File: src/rtl/vga_timing_gen_pkg.sv
// Shared VGA timing constants, sync payload type and width helpers.
package vga_pkg;

  // Default 640x480 @ 60 Hz timing
  localparam int unsigned DEF_H_ACTIVE = 640;
  localparam int unsigned DEF_H_FP     = 16;
  localparam int unsigned DEF_H_SYNC   = 96;
  localparam int unsigned DEF_H_BP     = 48;
  localparam int unsigned DEF_V_ACTIVE = 480;
  localparam int unsigned DEF_V_FP     = 10;
  localparam int unsigned DEF_V_SYNC   = 2;
  localparam int unsigned DEF_V_BP     = 33;

  // Sync payload carried through the alignment delay line
  typedef struct packed {
    logic hs;
    logic vs;
    logic de;
  } vga_sync_t;

  // Total period of one axis: active + porches + sync
  function automatic int unsigned vga_total(input int unsigned active,
                                            input int unsigned fp,
                                            input int unsigned sync,
                                            input int unsigned bp);
    return active + fp + sync + bp;
  endfunction

  // Bits needed to hold 0..n-1, never less than one
  function automatic int unsigned clog2w(input int unsigned n);
    int unsigned w;
    w = 0;
    while ((64'd1 << w) < 64'(n)) w++;
    return (w == 0) ? 1 : w;
  endfunction

endpackage

File: src/rtl/vga_timing_gen_if.sv
// Raster timing bundle from the generator to the pixel pipeline.
interface vga_timing_gen_if #(
  parameter int unsigned XW      = 10,
  parameter int unsigned YW      = 10,
  parameter int unsigned FRAME_W = 8
);

  logic               pix_stb;
  logic [XW-1:0]      x;
  logic [YW-1:0]      y;
  logic               hs;
  logic               vs;
  logic               de;
  logic               line_start;
  logic               frame_start;
  logic               animate;
  logic [FRAME_W-1:0] frame_cnt;

  modport master (
    output pix_stb, x, y, hs, vs, de, line_start, frame_start, animate, frame_cnt
  );

  modport slave (
    input pix_stb, x, y, hs, vs, de, line_start, frame_start, animate, frame_cnt
  );

endinterface

File: src/rtl/vga_timing_gen_sync_delay.sv
// Strobe-enabled shift register aligning sync/enable with the pixel pipeline.
module vga_sync_delay #(
  parameter int unsigned    DEPTH   = 0,
  parameter int unsigned    W       = 3,
  parameter logic [W-1:0]   RST_VAL = '0
) (
  input  logic         clk,
  input  logic         rst,
  input  logic         en,
  input  logic [W-1:0] d,
  output logic [W-1:0] q
);

  if (DEPTH == 0) begin : g_bypass
    logic unused_ctrl;
    assign unused_ctrl = ^{clk, rst, en};
    assign q = d;
  end else begin : g_shift
    logic [W-1:0] sr [DEPTH];

    // Shift one stage per pixel strobe; reset flushes every stage
    always_ff @(posedge clk) begin
      if (rst) begin
        for (int unsigned i = 0; i < DEPTH; i++) sr[i] <= RST_VAL;
      end else if (en) begin
        sr[0] <= d;
        for (int unsigned i = 1; i < DEPTH; i++) sr[i] <= sr[i-1];
      end
    end

    assign q = sr[DEPTH-1];
  end

endmodule

File: src/rtl/vga_timing_gen.sv
// Parametrised VGA raster timing: pixel divider, h/v counters, sync decode.
module vga_timing_gen
  import vga_pkg::*;
#(
  parameter int unsigned H_ACTIVE = DEF_H_ACTIVE,
  parameter int unsigned H_FP     = DEF_H_FP,
  parameter int unsigned H_SYNC   = DEF_H_SYNC,
  parameter int unsigned H_BP     = DEF_H_BP,
  parameter int unsigned V_ACTIVE = DEF_V_ACTIVE,
  parameter int unsigned V_FP     = DEF_V_FP,
  parameter int unsigned V_SYNC   = DEF_V_SYNC,
  parameter int unsigned V_BP     = DEF_V_BP,
  parameter bit          H_POL    = 1'b0,
  parameter bit          V_POL    = 1'b0,
  parameter int unsigned CLK_DIV  = 4,
  parameter int unsigned PIPE_DLY = 0,
  parameter int unsigned FRAME_W  = 8
) (
  input  logic              CLK,
  input  logic              RST_BTN,
  vga_timing_gen_if.master  vga
);

  localparam int unsigned H_TOTAL = vga_total(H_ACTIVE, H_FP, H_SYNC, H_BP);
  localparam int unsigned V_TOTAL = vga_total(V_ACTIVE, V_FP, V_SYNC, V_BP);
  localparam int unsigned XW      = clog2w(H_TOTAL);
  localparam int unsigned YW      = clog2w(V_TOTAL);
  localparam int unsigned DW      = clog2w(CLK_DIV);
  localparam int unsigned HS_BEG  = H_ACTIVE + H_FP;
  localparam int unsigned HS_END  = HS_BEG + H_SYNC;
  localparam int unsigned VS_BEG  = V_ACTIVE + V_FP;
  localparam int unsigned VS_END  = VS_BEG + V_SYNC;

  localparam vga_sync_t SYNC_RST = '{hs: ~H_POL, vs: ~V_POL, de: 1'b0};

  logic [DW-1:0]      div_cnt;
  logic [XW-1:0]      x_q;
  logic [YW-1:0]      y_q;
  logic [FRAME_W-1:0] frame_q;
  logic               animate_q;
  logic               pix_stb;
  logic               x_last;
  logic               y_last;
  logic [31:0]        x_ext;
  logic [31:0]        y_ext;
  vga_sync_t          sync_raw;
  vga_sync_t          sync_dly;

  assign pix_stb = (div_cnt == DW'(CLK_DIV - 1));
  assign x_last  = (x_q == XW'(H_TOTAL - 1));
  assign y_last  = (y_q == YW'(V_TOTAL - 1));

  // Pixel strobe divider: free-running modulo CLK_DIV
  always_ff @(posedge CLK) begin
    if (RST_BTN) begin
      div_cnt <= '0;
    end else if (pix_stb) begin
      div_cnt <= '0;
    end else begin
      div_cnt <= div_cnt + DW'(1);
    end
  end

  // Raster counters and completed-frame count, advanced per pixel
  always_ff @(posedge CLK) begin
    if (RST_BTN) begin
      x_q     <= '0;
      y_q     <= '0;
      frame_q <= '0;
    end else if (pix_stb) begin
      if (x_last) begin
        x_q <= '0;
        if (y_last) begin
          y_q     <= '0;
          frame_q <= frame_q + FRAME_W'(1);
        end else begin
          y_q <= y_q + YW'(1);
        end
      end else begin
        x_q <= x_q + XW'(1);
      end
    end
  end

  // One-clock pulse after the last visible pixel of each frame
  always_ff @(posedge CLK) begin
    if (RST_BTN) begin
      animate_q <= 1'b0;
    end else begin
      animate_q <= pix_stb && (x_q == XW'(H_ACTIVE - 1)) && (y_q == YW'(V_ACTIVE - 1));
    end
  end

  assign x_ext = 32'(x_q);
  assign y_ext = 32'(y_q);

  // Undelayed sync / enable decode straight from the counter registers
  always_comb begin
    sync_raw    = SYNC_RST;
    sync_raw.hs = (x_ext >= HS_BEG && x_ext < HS_END) ? H_POL : ~H_POL;
    sync_raw.vs = (y_ext >= VS_BEG && y_ext < VS_END) ? V_POL : ~V_POL;
    sync_raw.de = (x_ext < H_ACTIVE) && (y_ext < V_ACTIVE);
  end

  vga_sync_delay #(
    .DEPTH   (PIPE_DLY),
    .W       ($bits(vga_sync_t)),
    .RST_VAL (SYNC_RST)
  ) u_sync_delay (
    .clk (CLK),
    .rst (RST_BTN),
    .en  (pix_stb),
    .d   (sync_raw),
    .q   (sync_dly)
  );

  assign vga.pix_stb     = pix_stb;
  assign vga.x           = x_q;
  assign vga.y           = y_q;
  assign vga.hs          = sync_dly.hs;
  assign vga.vs          = sync_dly.vs;
  assign vga.de          = sync_dly.de;
  assign vga.line_start  = (x_q == '0);
  assign vga.frame_start = (x_q == '0) && (y_q == '0);
  assign vga.animate     = animate_q;
  assign vga.frame_cnt   = frame_q;

endmodule

File: src/flat_wrapper.sv
// flat-port wrapper written by rule: the top's interface ports become plain ports
module vga_timing_gen_flat import vga_pkg::*;
#(
  parameter int unsigned H_ACTIVE = DEF_H_ACTIVE,
  parameter int unsigned H_FP     = DEF_H_FP,
  parameter int unsigned H_SYNC   = DEF_H_SYNC,
  parameter int unsigned H_BP     = DEF_H_BP,
  parameter int unsigned V_ACTIVE = DEF_V_ACTIVE,
  parameter int unsigned V_FP     = DEF_V_FP,
  parameter int unsigned V_SYNC   = DEF_V_SYNC,
  parameter int unsigned V_BP     = DEF_V_BP,
  parameter bit          H_POL    = 1'b0,
  parameter bit          V_POL    = 1'b0,
  parameter int unsigned CLK_DIV  = 4,
  parameter int unsigned PIPE_DLY = 0,
  parameter int unsigned FRAME_W  = 8
)
  (CLK, RST_BTN, vga_pix_stb, vga_x, vga_y, vga_hs, vga_vs, vga_de, vga_line_start, vga_frame_start, vga_animate, vga_frame_cnt);
  vga_timing_gen_if #(.FRAME_W(FRAME_W)) vga_i ();
  input  logic CLK;
  input  logic RST_BTN;
  output wire logic [$bits(vga_i.pix_stb)-1:0] vga_pix_stb;
  output wire logic [$bits(vga_i.x)-1:0] vga_x;
  output wire logic [$bits(vga_i.y)-1:0] vga_y;
  output wire logic [$bits(vga_i.hs)-1:0] vga_hs;
  output wire logic [$bits(vga_i.vs)-1:0] vga_vs;
  output wire logic [$bits(vga_i.de)-1:0] vga_de;
  output wire logic [$bits(vga_i.line_start)-1:0] vga_line_start;
  output wire logic [$bits(vga_i.frame_start)-1:0] vga_frame_start;
  output wire logic [$bits(vga_i.animate)-1:0] vga_animate;
  output wire logic [$bits(vga_i.frame_cnt)-1:0] vga_frame_cnt;
  assign vga_pix_stb = vga_i.pix_stb;
  assign vga_x = vga_i.x;
  assign vga_y = vga_i.y;
  assign vga_hs = vga_i.hs;
  assign vga_vs = vga_i.vs;
  assign vga_de = vga_i.de;
  assign vga_line_start = vga_i.line_start;
  assign vga_frame_start = vga_i.frame_start;
  assign vga_animate = vga_i.animate;
  assign vga_frame_cnt = vga_i.frame_cnt;
  vga_timing_gen #(.H_ACTIVE(H_ACTIVE), .H_FP(H_FP), .H_SYNC(H_SYNC), .H_BP(H_BP), .V_ACTIVE(V_ACTIVE), .V_FP(V_FP), .V_SYNC(V_SYNC), .V_BP(V_BP), .H_POL(H_POL), .V_POL(V_POL), .CLK_DIV(CLK_DIV), .PIPE_DLY(PIPE_DLY), .FRAME_W(FRAME_W)) u_core (.CLK(CLK), .RST_BTN(RST_BTN), .vga(vga_i));
endmodule
File: config.mk
export PLATFORM = sky130hd
export DESIGN_NAME = vga_timing_gen_flat
export DESIGN_NICKNAME = d
export VERILOG_FILES = /design/src/rtl/vga_timing_gen_pkg.sv /design/src/rtl/vga_timing_gen_if.sv /design/src/rtl/vga_timing_gen_sync_delay.sv /design/src/rtl/vga_timing_gen.sv /design/src/flat_wrapper.sv
export SDC_FILE = /design/constraint.sdc
export NUM_CORES = 1
export LEC_CHECK = 0
export BUFFER_PORTS_ARGS = -buffer_cell sky130_fd_sc_hd__buf_2
export CORE_MARGIN = 2
export CORE_UTILIZATION = 25
export DETAILED_ROUTE_END_ITERATION = 12
export HOLD_SLACK_MARGIN = 0.15
export PLACE_DENSITY = 0.54
export SLEW_MARGIN = 15
export SYNTH_ARGS = -nofsm -noshare
export SYNTH_HDL_FRONTEND = slang
export SYNTH_SLANG_ARGS = --single-unit
File: constraint.sdc
create_clock -name CLK -period 3.81 [get_ports CLK]
set_clock_uncertainty 0.05 [all_clocks]
set_input_delay 0.5715 -clock CLK [delete_from_list [all_inputs] [get_ports CLK]]
set_output_delay 0.5715 -clock CLK [all_outputs]
set_load 0.05 [all_outputs]
# Word level (Yosys, flattened, before mapping)
# Index checks and enable logic that the tools add are counted.
# word_totals
input_bits,2
n_memories,0
latchBits,0
rom_bits,0
output_inout_bits,35
elab_cells,35
mem_bits_rw,0
register_bits,31
# classes
n_addsub,4
muxes,4
n_div,0
shifts,0
n_eq_ne,5
bitwise_logic,0
n_mul,0
magnitude_cmp,6
reduce_logical,11
# op_table
op,count
"10-bit == test, second input constant",3
"10-bit by 1-bit adder with 10-bit output, second input constant",2
10-bit logical NOT,2
"10-bit < comparator, second input constant",2
"10-bit by 9-bit < comparator with 1-bit output, second input constant",2
10-bit 2-to-1 mux,2
"10-bit by 9-bit == test with 1-bit output, second input constant",1
"10-bit >= comparator, second input constant",1
"10-bit by 9-bit >= comparator with 1-bit output, second input constant",1
"8-bit by 1-bit adder with 8-bit output, second input constant",1
1-bit logical AND,6
3-bit AND reduction,1
"2-bit by 1-bit adder with 2-bit output, second input constant",1
"2-bit == test, second input constant",1
1-bit 2-to-1 mux,2
2-bit AND reduction,1
2-bit OR reduction,1

# Depth between registers and ports, before layout
# Gate-level depths: netlist (run 1).
# logic_depth
word_depth,3
depth_mapped,8
ltp_nobuf,6

# Cells and area by module
# From an unflattened synthesis (run 1), not the netlist that was laid out.
# unflattened
cells_unflattened,195
hier_area_um2,1675.4
# modules_own_cells
mod,instances,seq_area_each_um2,cells_per_inst,area_per_inst_um2
vga_timing_gen,1,620.6,192,1652.8
vga_sync_delay,1,0.0,3,22.5

# Least setup slack after synthesis (run 1)
# OpenSTA, ideal clock, no wires.
# synth_path
kind,flip-flop to output port
from,"reg u_core.x_q[4], in the netlist u_core.vga.x[4]"
to,out vga_frame_start
setup_slack_ns,-0.150
t_arrival_ns,3.339
required_ns,3.188
path_buffers,1
stages_incl_launch_ff,6
path_cell_list,dfxtp_1 -> clkbuf_4 -> nor2_1 -> nand3_1 -> nor4b_1 -> and4_1
# synth_via
elab_chain_cells,2
# synth_rtl
item,line,rtl
"start, declared",vga_timing_gen.sv:37,logic [XW-1:0] x_q;
"start signal, assigned",vga_timing_gen.sv:80,x_q <= x_q + XW'(1);
10-bit logical NOT,n/a,
via vga_line_start,flat_wrapper.sv:28,output wire logic [$bits(vga_i.line_start)-1:0] vga_line_start;
1-bit logical AND,vga_timing_gen.sv:124,assign vga.frame_start = (x_q == '0) && (y_q == '0);
"end, declared",flat_wrapper.sv:29,output wire logic [$bits(vga_i.frame_start)-1:0] vga_frame_start;
# The timed path passes the listed nets, and every way through them passes these cells.

# Final worst setup path (run 1)
# layout_path
from,"reg u_core.x_q[7], in the netlist u_core.vga.x[7]"
to,out vga_frame_start
# layout_via
elab_chain_cells,2
# layout_rtl
item,line
10-bit logical NOT,vga_timing_gen.sv:124
1-bit logical AND,vga_timing_gen.sv:124
# No other way between the ends.

==> summary.md, run 1 <==
| Metric | Value |
|---|---|
| Status | `finished, final reports clean` |
| Final Hold Viols | `0` |
| H-tree lvl count | `2` |
| Detailed Routing Iterations Pass 1 | `4` |
| Ys flop type | `dfxtp_1` |
| Largest family of logic cells by synthesized area | `simple AND/OR/NAND/NOR gates` |
| Simple-gate portion of the synthesized area | `roughly a third` |
| Max Cap Violations | `0` |
| Unrepaired setup endpoints after global routing | `false` |
| Worst EP arrival | `1.93 ns` |
| Clk sink count | `31` |
| Initial DRC Count | `between 70 and 80` |
| Max-slew headroom | `between 50% and 60%` |
| Hold path depth | `1` |
| Cell Pwr Density | `322 nW/um^2` |
| Peak supply drop | `roughly 0.23 mV` |
| Yosys cell types | `44` |
| Mean post-synth cell area | `8.63 sq um` |
| Fin Setup TNS | `0 ns` |
| Vias in the first global route | `approximately 1,500` |
| IO Port Bufs | `36` |
| Clk_lat worst skew | `approximately 0.29 ns` |
| Share of cells above drive strength 1 | `between 20% and 30%` |
| Syn nets | `~210` |
| Syn Inst Count | `200` |
| CTS root buffer | `clkbuf_8` |
| GR Layer Usage met3 | `5.40%` |
| Post-synth top area share | `between 30% and 40%` |
| Routed Antenna Nets | `0` |
| Hold WC Path Type | `reg -> reg` |
| CP cell instances | `nor2_1, nand3_1, nor4b_2, and4_1, buf_2` |
| CTS buffer count | `5` |
| CTS max path bufs | `2` |
| Initial antenna violation count | `0` |
| Worst-case reg-to-reg path depth | `5` |
| Worst setup margin | `between 1 and 1.5 ns` |
| Synth-to-layout area growth | `17.6%` |
| F_max | `just under 0.4 GHz` |
| Worst Path Max Fanout | `7` |
| Post-DP HPWL | `3120 um` |
| First-pass GRT wire length | `about 7500 um` |
| Cts repair resizes | `0` |
| Area contributors post-synth | `dfxtp_1 36%, xnor2_1 6.1%, ha_1 5.1%` |
| Worst slack, placed | `between 1 and 1.5 ns` |
| Post-Synth XOR/XNOR Area | `between 7 and 8%` |
| CORE AREA | `6720 sq um` |
| Die X | `approximately 87 um` |
| DR vias/cell | `just over 5` |
| GR Util met2 | `19.0%` |
| Fin cells | `around 310` |
| Max Transition Viols Final | `0` |
| FP Rows | `30` |
| WL final | `~4400 um` |
| Fin crit period | `approximately 2.6 ns` |
| Setup Viol. Count Final | `0` |
| Slowest cell on the critical path | `dfxtp_1` |
| Total global-route track usage | `between 10 and 15%` |
| Post-synthesis sequential area ratio | `between 30% and 40%` |
| Hold WS | `0.377 ns` |
| Busiest grt layer | `met2` |
| Placer Congestion | `about 0.78` |
| Worst-Margin Slew | `roughly 0.66 ns` |
| Hold_buf cts | `0` |
| DR WL/cell | `around 14 um` |
| Mapped cell area | `~1700 sq um` |
| Ports | `37` |
| Synth Area in Compound Gates | `approximately 8.7%` |
| Reg2reg end | `u_core.vga.frame_cnt[5]` |
| Adder-cell share of the synthesized area | `~5.1%` |
| Final Cycle Share | `between 60% and 70%` |
| Number of synthesized flops with an enable pin | `0` |
| Setup crit start kind | `flop` |
| Ant diodes | `0` |
| CTS tree | `done` |
| Placed insts | `approximately 300` |
| Synthesis warning total | `0` |
| Largest net degree at the start of global routing | `25` |
| Final core area utilization | `30.2%` |
| Hold Path Sink | `u_core.div_cnt[0]` |
| Hold_sp | `u_core.div_cnt[0]` |
| Mux cell area share after synthesis | `1.23%` |
| Post-synth ARST share | `0%` |
| Die H | `~87 um` |
| Yosys reg bits | `31` |
| Setup bufs post-CTS | `0` |
| Clock-pin slew on the worst setup and hold paths | `0.06 ns` |
| Pleak | `about 0.79 nW` |
| Vias | `between 1,500 and 2,000` |
| Setup crit end kind | `output port` |
| CP max stage delay | `~0.37 ns` |
| Starting density of the core | `about a quarter` |
| DRC | `0` |
| R2r setup slk | `1.37 ns` |
| GRT overflow | `0` |
| Worst endpoint required time | `3.19 ns` |
| Critical path type | `reg -> out` |
| Full die area | `around 7600 sq um` |
| Met1 GRT Util | `between 10% and 20%` |
| Synth area leader | `dfxtp_1` |
| Reg2reg start | `u_core.vga.x[0]` |
| Nets | `240` |
[synth_stat cells, types with 2 or more instances]
cell	number
dfxtp_1	31
nor2_1	19
nand3_1	13
a21oi_1	12
nor3_1	12
xnor2_1	12
nand2_1	11
inv_1	10
nor4_1	8
ha_1	7
nand4_1	6
o31ai_1	5
or3_1	5
or4_1	5
buf_2	3
buf_6	3
clkbuf_1	3
o21ai_0	3
xor2_1	3
and3_2	2
and4_1	2
clkbuf_4	2
nor4b_1	2
[per-stage QoR]
stage / power (mW) / cell area [sq um]
floorplan: 0.365 / 1730
global placement: 0.372 / 1930
detailed placement: 0.372 / 1930
CTS: 0.663 / 2030
global route: 0.679 / 2030
finish: 0.652 / 2030
[cell usage in the layout (no fill, tap or decap), drive strengths merged, types with 4 or more instances in the layout]
cell type | Yosys | routed
a21oi | 12 | 12
buf | 7 | 36
clkbuf | 5 | 8
dfxtp | 31 | 31
ha | 7 | 7
inv | 10 | 10
nand2 | 11 | 11
nand3 | 13 | 13
nand4 | 7 | 7
nor2 | 19 | 19
nor3 | 13 | 13
nor4 | 9 | 9
o21ai | 4 | 4
o31ai | 5 | 5
or3 | 5 | 5
or4 | 6 | 6
xnor2 | 12 | 12
[worst max-delay path by stage]
stage	startpoint	endpoint	slack, ns
6_report	u_core.vga.x[7]	vga_frame_start	1.26
5_1_grt	u_core.vga.x[7]	vga_frame_start	0.99
4_1_cts	u_core.vga.x[7]	vga_frame_start	1.24
3_5_place_dp	u_core.div_cnt[0]	u_core.vga.frame_cnt[4]	1.37
3_3_place_gp	u_core.vga.x[1]	u_core.vga.frame_cnt[5]	1.44
2_1_floorplan	u_core.vga.x[4]	vga_frame_start	0.63
[worst max-delay path, delay by kind of cell (launching register included)]
| family | cells | cell delay (ns) |
|---|---|---|
| DFF | 1 | 0.37 |
| buffers and inverters | 1 | 0.27 |
| and+or+nand+nor | 4 | 1.00 |
[layout make-up]
cell class	count	area [sq um]
timing repair buffer	36	180
clock buffer	8	100
sequential	31	621
fill	706	4690
tap	80	100
multi-input combinational	147	991
inverter	10	37.5
[report_power, final]
group | internal [mW] | total (mW) | switching, mW
clock | 0.165 | 0.288 | 0.124
combinational | 0.00891 | 0.0339 | 0.0250
sequential | 0.328 | 0.330 | 0.00257
total | 0.501 | 0.652 | 0.151
[metal layers]
layer / vias up / wire length (um)
met5: - / 0
met4: 0 / 42
met3: 6 / 329
met2: 42 / 1910
met1: 744 / 2110
li1: 786 / -
[registers in the layout, summed over array words and instances (netlist names)]
name	count
u_core.div_cnt	2
u_core.vga.animate	1
u_core.vga.frame_cnt	8
u_core.vga.x	10
u_core.vga.y	10
[cells by family (layout without fill, tap and decap cells)]
logic type	count (synthesis)	count (layout)
muxes	2	2
DFF	31	31
buffers and inverters	22	54
AOI/OAI and AO/OA	25	25
and+or+nand+nor	98	98
xor gates and xnor gates	15	15
adders and majority gates	7	7
No activity file was read; power rests on OpenSTA's default activity.
==> inputs of run 2 (changes only) <==
Clock period 3.81 ns to 2.4 ns, I/O delays scaled along.
==> run 2 against run 1 <==
Sequential power rose by 59%. Die area did not move. Via count fell by 1.6%. Power rose by 55%. Utilization rose by 1.5 points. Sequential share of layout area fell by 1.0 points. Final cell count rose by 3.2%. Sequential cell count did not move. Clock power rose by 47%. Worst hold slack got worse by 0.10 ns. Non-clock buffer count rose by 11. Critical path type unchanged. Largest cell class unchanged.
==> summary.md, run 2 (synthesis gave the netlist of run 1 again) <==
| Metric | Value |
|---|---|
| CP bufs+invs | `2 (was 1)` |
| Clock-pin slew on the worst setup and hold paths | `0.07 ns (was 0.06 ns)` |
| FP Rows | `30 (unchanged)` |
| DRC | `0 (unchanged)` |
| Vias | `1,552 (was 1,578)` |
| Routed Antenna Nets | `0 (unchanged)` |
| Share of cells above drive strength 1 | `30.6% (was 22.8%)` |
| Setup Viol. Count Final | `0 (unchanged)` |
| CP cell instances | `buf_4, nor2_1, nand3_1, nor4b_4, and4_4, clkbuf_4 (was nor2_1, nand3_1, nor4b_2, and4_1, buf_2)` |
| Final Cycle Share | `94.9%` |
| Full die area | `7580 sq um (unchanged)` |
| CTS buffer count | `5 (unchanged)` |
| Starting density of the core | `25.7% (unchanged)` |
| CTS root buffer | `clkbuf_8 (unchanged)` |
| Worst endpoint required time | `1.99 ns (was 3.19 ns)` |
| Pwr Total | `1.01 mW (was 652 uW)` |
| Slowest cell on the critical path | `nor4b_4 (was dfxtp_1)` |
| Worst EP arrival | `1.87 ns (was 1.93 ns)` |
| Ant diodes | `0 (unchanged)` |
| Cell Pwr Density | `475 nW/um^2 (was 322 nW/um^2)` |
| Die H | `87.1 um (unchanged)` |
| Ports | `37 (unchanged)` |
| Hold WC Path Type | `in -> reg (was reg -> reg)` |
| Initial antenna violation count | `0 (unchanged)` |
| CTS max path bufs | `2 (unchanged)` |
| F_max | `0.439 GHz` |
| Crit path max-delay family | `simple AND/OR/NAND/NOR gates (unchanged)` |
| Vias in the first global route | `1,519 (was 1,504)` |
| Commonest non-fill, non-tap cell in the layout | `buf_2 (unchanged)` |
| Placer Congestion | `0.826 (was 0.781)` |
| Pleak | `0.857 nW (was 0.786 nW)` |
| Worst setup margin | `0.123 ns (was 1.26 ns)` |
| Largest net degree at the start of global routing | `21 (was 25)` |
| WL final | `4420 um (was 4390 um)` |
| Sequential cell area | `629 sq um (was 621 sq um)` |
| Most frequent cells in the layout | `35 x buf_2, 24 x dfxtp_1, 19 x nor2_1 (was 36 x buf_2, 31 x dfxtp_1, 19 x nor2_1)` |
| CTS tree | `done (unchanged)` |
| Fin Setup TNS | `0 ns (unchanged)` |
| Initial DRC Count | `39 (was 73)` |
| CORE AREA | `6720 sq um (unchanged)` |
| Status | `finished, final reports clean (unchanged)` |
| Hold_buf cts | `0 (unchanged)` |
| DR WL/cell | `13.7 um (was 14.1 um)` |
| Multi-input logic area | `1010 sq um (was 991 sq um)` |
| Worst slack, placed | `0.276 ns (was 1.37 ns)` |
| Peak supply drop | `0.146 mV (was 0.228 mV)` |
| Final Hold Viols | `0 (unchanged)` |
| IO Port Bufs | `36 (unchanged)` |
| Critical path type | `reg -> out (unchanged)` |
| Clk sink count | `31 (unchanged)` |
| Worst Path Max Fanout | `5 (was 7)` |
| R2r setup slk | `0.25 ns (was 1.37 ns)` |
| Post-DP HPWL | `3250 um (was 3120 um)` |
| Max-slew headroom | `67.7% (was 55.9%)` |
| Setup crit start kind | `flop (unchanged)` |
| Total global-route track usage | `12.3% (was 12.5%)` |
| Max Cap Violations | `0 (unchanged)` |
| Die X | `87.1 um (unchanged)` |
| H-tree lvl count | `2 (unchanged)` |
| Nets | `251 (was 240)` |
| Detailed Routing Iterations Pass 1 | `4 (unchanged)` |
| Clk_lat worst skew | `0.29 ns (about the same)` |
| First-pass GRT wire length | `7310 um (was 7470 um)` |
| Synth-to-layout area growth | `23.4% (was 17.6%)` |
| Fin crit period | `between 2 and 2.5 ns` |
| Hold WS | `0.272 ns (was 0.377 ns)` |
| DR vias/cell | `4.82 (was 5.06)` |
| Setup crit end kind | `output port (unchanged)` |
| GRT overflow | `0 (unchanged)` |
| Max Transition Viols Final | `0 (unchanged)` |
| CP max stage delay | `0.34 ns (was 0.37 ns)` |
| Worst-Margin Slew | `0.484 ns (was 0.658 ns)` |
| # fillers | `712 (was 706)` |
-- run 2: layout make-up --
| class | count | area share, % |
|---|---|---|
| clock buffers | 6 | 3.88 |
| clock inverters | 1 | 0.235 |
| inverters | 10 | 1.76 |
| multi-input cells | 147 | 47.4 |
| flip-flops and latches | 31 | 29.6 |
| well taps | 80 | 4.70 |
| repair buffers | 47 | 12.5 |
-- run 2: worst reg2reg max path, stage by stage (launching register included) --
cell and delay [ns]:
dfxtp_2 0.38, ha_1 0.23, nand4_4 0.12, or3_1 0.59
or4_1 0.59, a21oi_1 0.14
-- run 2: final timing paths --
check                                  startpoint                       to  cells past startpoint
worst max-delay path              u_core.vga.x[5]          vga_frame_start                      6
worst min-delay path                      RST_BTN          u_core.vga.y[7]                      2
worst max register to register    u_core.vga.x[0]  u_core.vga.frame_cnt[5]                      5
worst min register to register  u_core.div_cnt[0]        u_core.div_cnt[0]                      1
-- run 2: metal layers --
layer  vias up  GRT usage (%)  part of all wire [%]
met1       711           16.6                    48
met5         -              0                     0
met4         0           5.97                   2.2
met3         8           3.51                   4.4
li1        804              -                     -
met2        29           18.0                    45
-- run 2: power by group --
part	internal, mW	switching [mW]	total [mW]
Sequential	0.520	0.00394	0.524
Clock	0.225	0.198	0.423
Combinational	0.0226	0.0420	0.0646
Total	0.768	0.244	1.01
-- run 2: metrics by stage --
stage / instances / cell area [sq um] / util [%]
2_1_floorplan: 200 / 1760 / -
3_3_place_gp: 314 / 2030 / 30.2
3_5_place_dp: 314 / 2030 / 30.2
4_1_cts: 321 / 2120 / 31.5
5_1_grt: 322 / 2130 / 31.7
6_report: 322 / 2130 / 31.7
-- run 2: what timing repair did --
action	CTS	global route
gates resized for setup	0	1
setup endpoints to repair	0	1
buffers inserted	0	1
==> inputs of run 3 (changes only) <==
--- a/config.mk
+++ b/config.mk
@@ -11,2 +11,3 @@
 export DETAILED_ROUTE_END_ITERATION = 12
+export GPL_TIMING_DRIVEN = 0
 export HOLD_SLACK_MARGIN = 0.15
==> constraint.sdc (replaced) <==
create_clock -name CLK -period 2.4 [get_ports CLK]
set_clock_uncertainty 0.05 [all_clocks]
set_input_delay 0.24 -clock CLK [delete_from_list [all_inputs] [get_ports CLK]]
set_output_delay 0.24 -clock CLK [all_outputs]
set_load 0.05 [all_outputs]
==> run 3 against run 2 <==
Register-to-register slack got worse by 0.12 ns. Sequential cell count is the same. Sequential power about the same. Clock power up 7.8%. Global-route usage shrank 0.34 points. Non-clock buffer count up 2. Final cell count grew 0.93%. Largest power group unchanged. Highest routed layer unchanged.
==> summary.md, run 3 (synthesis gave the netlist of run 1 again) <==
| Metric | Value |
|---|---|
| GRT overflow | `0 (unchanged)` |
| CTS buffer count | `5 (unchanged)` |
| Levels on crit path | `5 (was 6)` |
| CP bufs+invs | `1 (was 2)` |
| Starting density of the core | `25.7% (unchanged)` |
| Unrepaired setup endpoints after global routing | `false` |
| Placer Congestion | `0.792 (was 0.826)` |
| Ports | `37 (unchanged)` |
| Hold path depth | `1 (was 2)` |
| Worst Setup EP | `vga_frame_start (unchanged)` |
| Pwr Total | `1.04 mW (was 1.01 mW)` |
| Total global-route track usage | `12.0% (was 12.3%)` |
| CP max stage delay | `0.39 ns (was 0.34 ns)` |
| Worst EP arrival | `2.03 ns (was 1.87 ns)` |
| Clk sink count | `31 (unchanged)` |
| CP cell instances | `nor2_1, nand3_1, nor4b_4, and4_4, buf_2 (was buf_4, nor2_1, nand3_1, nor4b_4, and4_4, clkbuf_4)` |
| CTS tree | `done (unchanged)` |
| Die H | `87.1 um (unchanged)` |
| Final Cycle Share | `96.6% (was 94.9%)` |
| Worst-case reg-to-reg path depth | `5 (unchanged)` |
| Synth-to-layout area growth | `24.2% (was 23.4%)` |
| Reg2reg start | `u_core.vga.x[0] (unchanged)` |
| Full die area | `7580 sq um (unchanged)` |
| Vias | `1,558 (was 1,552)` |
| WL final | `4340 um (was 4420 um)` |
| DRC | `0 (unchanged)` |
| CORE AREA | `6720 sq um (unchanged)` |
| Die X | `87.1 um (unchanged)` |
| Reg2reg end | `u_core.vga.frame_cnt[6] (was u_core.vga.frame_cnt[5])` |
| IO Port Bufs | `36 (unchanged)` |
| FP Rows | `30 (unchanged)` |
| Share of cells above drive strength 1 | `28.2% (was 30.6%)` |
| Cell Pwr Density | `486 nW/um^2 (was 475 nW/um^2)` |
| Initial DRC Count | `77 (was 39)` |
| Largest net degree at the start of global routing | `11 (was 21)` |
| Worst Path Max Fanout | `6 (was 5)` |
| Setup crit end kind | `output port (unchanged)` |
| CTS max path bufs | `2 (unchanged)` |
| Crit path max-delay family | `simple AND/OR/NAND/NOR gates (unchanged)` |
| Commonest non-fill, non-tap cell in the layout | `buf_2 (unchanged)` |
| Slowest cell on the critical path | `dfxtp_1 (was nor4b_4)` |
| H-tree lvl count | `2 (unchanged)` |
| Fin Setup TNS | `0 ns (unchanged)` |
| Detailed Routing Iterations Pass 1 | `4 (unchanged)` |
| Worst endpoint required time | `2.11 ns (was 1.99 ns)` |
| Clock-pin slew on the worst setup and hold paths | `0.07 ns (about the same)` |
| Pleak | `0.852 nW (was 0.857 nW)` |
| Setup crit start | `u_core.vga.x[8] (was u_core.vga.x[5])` |
| First-pass GRT wire length | `7030 um (was 7310 um)` |
| R2r setup slk | `0.13 ns (was 0.25 ns)` |
| # fillers | `737 (was 712)` |
| CTS root buffer | `clkbuf_8 (unchanged)` |
| Hold WC Path Type | `reg -> reg (was in -> reg)` |
| Vias in the first global route | `1,409 (was 1,519)` |
| Initial antenna violation count | `0 (unchanged)` |
| Worst-Margin Slew | `0.628 ns (was 0.484 ns)` |
| F_max | `0.431 GHz (was 0.439 GHz)` |
| Critical path type | `reg -> out (unchanged)` |
| Routed Antenna Nets | `0 (unchanged)` |
| DR vias/cell | `4.79 (was 4.82)` |
| Status | `finished, final reports clean (unchanged)` |
| Setup crit start kind | `flop (unchanged)` |
| Setup Viol. Count Final | `0 (unchanged)` |
| Max Transition Viols Final | `0 (unchanged)` |
| Fin crit period | `2.32 ns (was 2.28 ns)` |
| Peak supply drop | `0.143 mV (was 0.146 mV)` |
| Clk_lat worst skew | `0.28 ns (was 0.29 ns)` |
| Final Hold Viols | `0 (unchanged)` |
| Most frequent cells in the layout | `39 x buf_2, 27 x dfxtp_1, 19 x nor2_1 (was 35 x buf_2, 24 x dfxtp_1, 19 x nor2_1)` |
| Max-slew headroom | `57.7% (was 67.7%)` |
| DR WL/cell | `13.4 um (was 13.7 um)` |
| Ant diodes | `0 (unchanged)` |
| Nets | `253 (was 251)` |
| Post-DP HPWL | `3220 um (was 3250 um)` |
| Max Cap Violations | `0 (unchanged)` |
-- run 3: cell type report --
class	instances	area, sq um	area share (%)
buffer	12	82.6	3.85
inverter	10	37.5	1.75
multi-input combinational	147	1010	47.0
tap	80	100	4.67
timing repair buffer	37	190	8.87
clock buffer	8	100	4.67
sequential	31	626	29.2
-- run 3: how the worst min path moves through the flow --
stage                        end              start  slack (ns)
6_report       u_core.div_cnt[0]  u_core.div_cnt[0]        0.38
5_1_grt        u_core.div_cnt[0]  u_core.div_cnt[0]        0.42
4_1_cts        u_core.div_cnt[0]  u_core.div_cnt[0]        0.39
3_5_place_dp   u_core.div_cnt[0]  u_core.div_cnt[0]        0.38
3_3_place_gp   u_core.div_cnt[0]  u_core.div_cnt[0]        0.37
2_1_floorplan    u_core.vga.x[5]            RST_BTN        0.27
-- run 3: worst register-to-register path: cells and delay by family, from the launching register on --
family | cells | cell delay [ns]
multiplexers | 1 | 0.35
flip-flops | 1 | 0.39
AND/OR/NAND/NOR | 3 | 1.11
adder cells (fa/ha/maj) | 1 | 0.27
-- run 3: routing by layer --
| metal | wire length (um) | up-vias | track usage [%] |
|---|---|---|---|
| li1 | - | 808 | - |
| met1 | 2100 | 714 | 16.1 |
| met2 | 1980 | 32 | 18.5 |
| met3 | 226 | 4 | 3.41 |
| met4 | 40 | 0 | 3.84 |
| met5 | 0 | - | 0 |
-- run 3: per-stage QoR --
| stage | utilization (%) | setup WS (ns) | area (sq um) | cells | hold WS (ns) |
|---|---|---|---|---|---|
| detailed placement | 30.2 | 0.0717 | 2030 | 316 | 0.378 |
| finish | 31.9 | 0.0806 | 2140 | 325 | 0.382 |
| global placement | 30.2 | 0.0950 | 2030 | 316 | 0.370 |
| floorplan | - | 0.00872 | 1750 | 200 | 0.267 |
| CTS | 31.9 | 0.0697 | 2140 | 325 | 0.388 |
| global route | 31.9 | 0.0000964 | 2140 | 325 | 0.417 |
-- run 3: power by group --
part           total, mW  switching (mW)  internal (mW)  leakage [nW]
sequential         0.525         0.00427          0.521         0.252
combinational     0.0615          0.0411         0.0204         0.548
clock              0.456           0.195          0.262        0.0515
-- run 3: repair_timing --
action	CTS	global route
endpoints found under the hold margin	1	0
buffers inserted	0	0
endpoints found under the setup margin	0	6
hold buffers	1	0
gates resized for setup	0	1
